### src/rtl/demux_reg1to2.sv
// One-to-two demultiplexer with a single registered buffer per output channel.
// Each channel counts the words it delivers (8-bit, wrapping).
module demux_reg1to2 #(
  parameter int WIDTH = 32
) (
  input  logic             clk,
  input  logic             rst_n,
  input  logic             flush,
  input  logic             in_valid,
  output logic             in_ready,
  input  logic             in_sel,
  input  logic [WIDTH-1:0] in_data,
  output logic             out0_valid,
  input  logic             out0_ready,
  output logic [WIDTH-1:0] out0_data,
  output logic             out1_valid,
  input  logic             out1_ready,
  output logic [WIDTH-1:0] out1_data,
  output logic [7:0]       cnt0,
  output logic [7:0]       cnt1
);

  // Handshake: a word moves across a port at a rising edge exactly when that
  // port's valid and ready are both 1 in the cycle before the edge.

  logic             full0, full1;
  logic [WIDTH-1:0] data0, data1;
  logic             tx0, tx1;
  logic             rx0, rx1;
  logic             sel_free;

  assign tx0 = full0 && out0_ready;
  assign tx1 = full1 && out1_ready;

  // Only the selected channel decides acceptance; the other channel is never looked at.
  assign sel_free = in_sel ? (!full1 || out1_ready) : (!full0 || out0_ready);
  assign in_ready = rst_n && !flush && sel_free;

  assign rx0 = in_valid && in_ready && !in_sel;
  assign rx1 = in_valid && in_ready &&  in_sel;

  assign out0_valid = full0;
  assign out1_valid = full1;
  assign out0_data  = data0;
  assign out1_data  = data1;

  // A new word loaded while the old one leaves keeps the buffer full (no bubble).
  always_ff @(posedge clk or negedge rst_n) begin
    if (!rst_n) begin
      full0 <= 1'b0;
      data0 <= '0;
    end else if (flush) begin
      full0 <= 1'b0;
    end else if (rx0) begin
      full0 <= 1'b1;
      data0 <= in_data;
    end else if (tx0) begin
      full0 <= 1'b0;
    end
  end

  always_ff @(posedge clk or negedge rst_n) begin
    if (!rst_n) begin
      full1 <= 1'b0;
      data1 <= '0;
    end else if (flush) begin
      full1 <= 1'b0;
    end else if (rx1) begin
      full1 <= 1'b1;
      data1 <= in_data;
    end else if (tx1) begin
      full1 <= 1'b0;
    end
  end

  // Delivery counters still count a word consumed during a flush cycle.
  always_ff @(posedge clk or negedge rst_n) begin
    if (!rst_n) begin
      cnt0 <= 8'd0;
      cnt1 <= 8'd0;
    end else begin
      if (tx0) cnt0 <= cnt0 + 8'd1;
      if (tx1) cnt1 <= cnt1 + 8'd1;
    end
  end

endmodule

### config.mk
export PLATFORM = sky130hd
export DESIGN_NAME = demux_reg1to2
export DESIGN_NICKNAME = d
export VERILOG_FILES = /design/src/rtl/demux_reg1to2.sv
export SDC_FILE = /design/constraint.sdc
export NUM_CORES = 1
export LEC_CHECK = 0
export BUFFER_PORTS_ARGS = -buffer_cell sky130_fd_sc_hd__buf_2
export CAP_MARGIN = 10
export CORE_MARGIN = 1
export CORE_UTILIZATION = 45
export CTS_BUF_LIST = sky130_fd_sc_hd__clkbuf_8
export CTS_CLUSTER_SIZE = 8
export DETAILED_ROUTE_END_ITERATION = 10
export GPL_ROUTABILITY_DRIVEN = 0
export GPL_TIMING_DRIVEN = 0
export HOLD_SLACK_MARGIN = 0.08
export PLACE_DENSITY = 0.84
export SLEW_MARGIN = 20
export SYNTH_ARGS = -nofsm -noshare
export SYNTH_HDL_FRONTEND = slang
export SYNTH_SLANG_ARGS = --single-unit
### constraint.sdc
create_clock -name clk -period 3.5 [get_ports clk]
set_input_delay 0.175 -clock clk [delete_from_list [all_inputs] [get_ports clk]]
set_output_delay 0.175 -clock clk [all_outputs]
set_load 0.01 [all_outputs]
==> reports/qor.yml <==
run_status:
  status: "finished, final reports clean"
route:
  vias_per_cell: 4.75
  drcViolationCount: 0
  first_pass_iters: 3
  vias: 2227
  ant_nets: 0
  drt_iter0_drc: 53
  routedWlPerCell_um: 15.0
  wl_um: 7020
clock_tree:
  clkTransAtPathRegs_ns: 0.07
  cts_buffer_depth: 2
  cts_setup_buffers: 0
  h-tree-depth: 3
  cts_root_buf: "clkbuf_8"
  cts_tree: "yes"
  clkLatencyLatePin_ns: 0.34
  cts_buffers: 9
  clock_sinks: 82
sta:
  fin_crit_ns: 2.01
  setup_viol: 0
  drv_slew: 0
  rsz0062_at_grt: "no"
  worst_pin_slew_ns: 0.504
  whs_ns: 0.115
  final-hold-violation-count: 0
  finClkSkew_ns: 0.0135
  fmax_mhz: 497
  relSlewSlack_pct: 66.4
  finalCritPeriodShare_pct: 57.4
  fin_setup_tns_ns: 0
  setup_ws_ns: 1.49
finish:
  fin_cells: 469
  final_util_pct: 66.5
  fin_area_mm2: 0.00462
  drive_gt1_share_pct: 57.1
  synthToLayoutAreaGrowth_pct: 39.0
  fillers: 532
  antenna_cells: 0
  num-nets-final: 409
global_route:
  grt_max_degree: 46
  grtUsageTotal_pct: 19.3
  grt_pass1_wl_um: 11100
  grt_pass1_vias: 2280
  grt-ovfl-total: 0
  antenna_found_initial: 0
worst_setup_path:
  critPathCaptureType: "register"
  start_kind: "input port"
  crit_fanout: 40
  cp.arrival_ns: 2.23
  r2r_end: "out1_data[24]"
  worstSetupPathType: "input port to register"
  crit_required_ns: 3.72
  worst_r2r_path_depth: 4
  r2r_start: "out1_valid"
  r2r_slack_ns: 1.95
floorplanning:
  initial_core_util_pct: 47.9
  die_area_mm2: 0.00773
  fp.dieW_um: 87.9
  rows: 30
  io_pins: 122
  die_y_um: 87.9
  coreArea_mm2: 0.00694
placement:
  io_buffers: 121
  hpwl_um: 4750
  place_area_mm2: 0.00407
  dp.cells: 420
  pre_cts_ws_ns: 1.65
hold_path:
  min_from: "in_data[30]"
  whs_path_depth: 2
  hold_path.class: "input port to register"
  hold_end: "out1_data[30]"
synth:
  synthCells: 202
  synth_seq_cells: 82
  avgSynthCellArea_um2: 16.5
  syn_nets: 243
  ys_types: 23
  yosysWarnings: 0
  synth_area_mm2: 0.00332
  yosysSeqAreaShare_pct: 61.7
pwr:
  p_leak_nw: 2.30
  finalPower_mw: 2.67
  power_density_mw_per_mm2: 579
  ir_drop_uv: 335
flow_run:
  drv_cap: 0
## layout by cell type (no fill, tap or decap), drive strengths merged, types with 2 or more instances in the layout
| cell | Yosys | layout |
|---|---|---|
| clkinv | 0 | 4 |
| bufinv | 0 | 2 |
| or3b | 2 | 2 |
| ha | 2 | 2 |
| nand2b | 2 | 2 |
| nand3 | 3 | 3 |
| dlygate4sd3 | 0 | 33 |
| clkbuf | 0 | 9 |
| mux2 | 66 | 66 |
| nand4 | 4 | 4 |
| xor2 | 2 | 2 |
| nand2 | 6 | 6 |
| xnor2 | 12 | 12 |
| buf | 7 | 129 |
| and4 | 2 | 2 |
| dfrtp | 82 | 82 |
| inv | 2 | 3 |
| and3b | 2 | 2 |
| nor2 | 4 | 4 |
## layout make-up
type | count | area, µm² | share of cell area [%]
flip-flops and latches | 82 | 2050 | 44.4
multi-input cells | 111 | 1180 | 25.5
repair buffers | 155 | 958 | 20.7
clock buffers | 9 | 124 | 2.68
well taps | 96 | 120 | 2.60
clock inverters | 7 | 95.1 | 2.06
plain buffers | 7 | 86.3 | 1.87
inverters | 2 | 7.51 | 0.162
## how the worst max path moves through the flow
stage,start,endpoint,slack (ns),cells past startpoint
final,rst_n,out0_data[29],1.49,7
after global routing,rst_n,out0_data[12],1.35,7
after CTS,rst_n,out0_data[29],1.47,7
after detailed placement,rst_n,out0_data[13],1.65,6
after global placement,rst_n,out0_data[25],0.67,6
after floorplan,out0_valid,out0_data[10],2.11,5
## cell families after synthesis
kind of cell | count (synthesis) | synth area share, %
buffers and inverters | 9 | 2.82
AOI/OAI and AO/OA | 2 | 0.376
adders and majority gates | 2 | 0.753
muxes | 67 | 25.9
DFF | 82 | 61.7
and+or+nand+nor | 26 | 4.67
xor gates and xnor gates | 14 | 3.69
## repair_timing
item | CTS | global route
gates resized for setup | 0 | 0
endpoints found under the hold margin | 97 | 0
hold buffers | 33 | 0
## per-layer routing
layer	share of wire [%]	GRT usage [%]
met1	44	24.9
met2	49	31.8
met3	5.2	3.96
met4	1.5	7.90
met5	0	0
## Yosys cell counts
library cell | instances | area share (%)
ha_1 | 2 | 0.75
mux2_2 | 37 | 13
nand4_1 | 4 | 0.75
xor2_1 | 2 | 0.53
mux2i_1 | 1 | 0.30
o21ai_0 | 1 | 0.15
nand2b_1 | 2 | 0.38
nor3b_1 | 1 | 0.23
or3b_2 | 2 | 0.53
nand3_2 | 1 | 0.30
nand2_1 | 6 | 0.68
buf_2 | 3 | 0.45
dfrtp_1 | 82 | 62
buf_12 | 3 | 1.8
and3b_1 | 2 | 0.53
xnor2_1 | 12 | 3.2
nor2_1 | 4 | 0.45
o21bai_1 | 1 | 0.23
inv_1 | 2 | 0.23
buf_6 | 1 | 0.34
mux2_4 | 29 | 13
and4_1 | 2 | 0.53
nand3_1 | 2 | 0.30
## worst max-delay path: stages
cell and delay (ns):
dlygate4sd3_1 0.53, buf_4 0.43, and3b_1 0.28, and3b_1 0.19
buf_6 0.16, buf_12 0.15, mux2_4 0.30
## registers in the layout, summed over array words and instances, names as in the netlist
register    cells
cnt0            8
out1_valid      1
out0_valid      1
out1_data      32
out0_data      32
cnt1            8
## power breakdown
| part | total (mW) | switching (mW) | leakage (nW) | internal (mW) |
|---|---|---|---|---|
| Clock | 0.743 | 0.341 | 0.115 | 0.402 |
| Combinational | 0.658 | 0.284 | 1.18 | 0.375 |
| Sequential | 1.27 | 0.129 | 1.00 | 1.14 |
| Total | 2.67 | 0.754 | 2.30 | 1.92 |
Power figures use the tool's default switching activity.
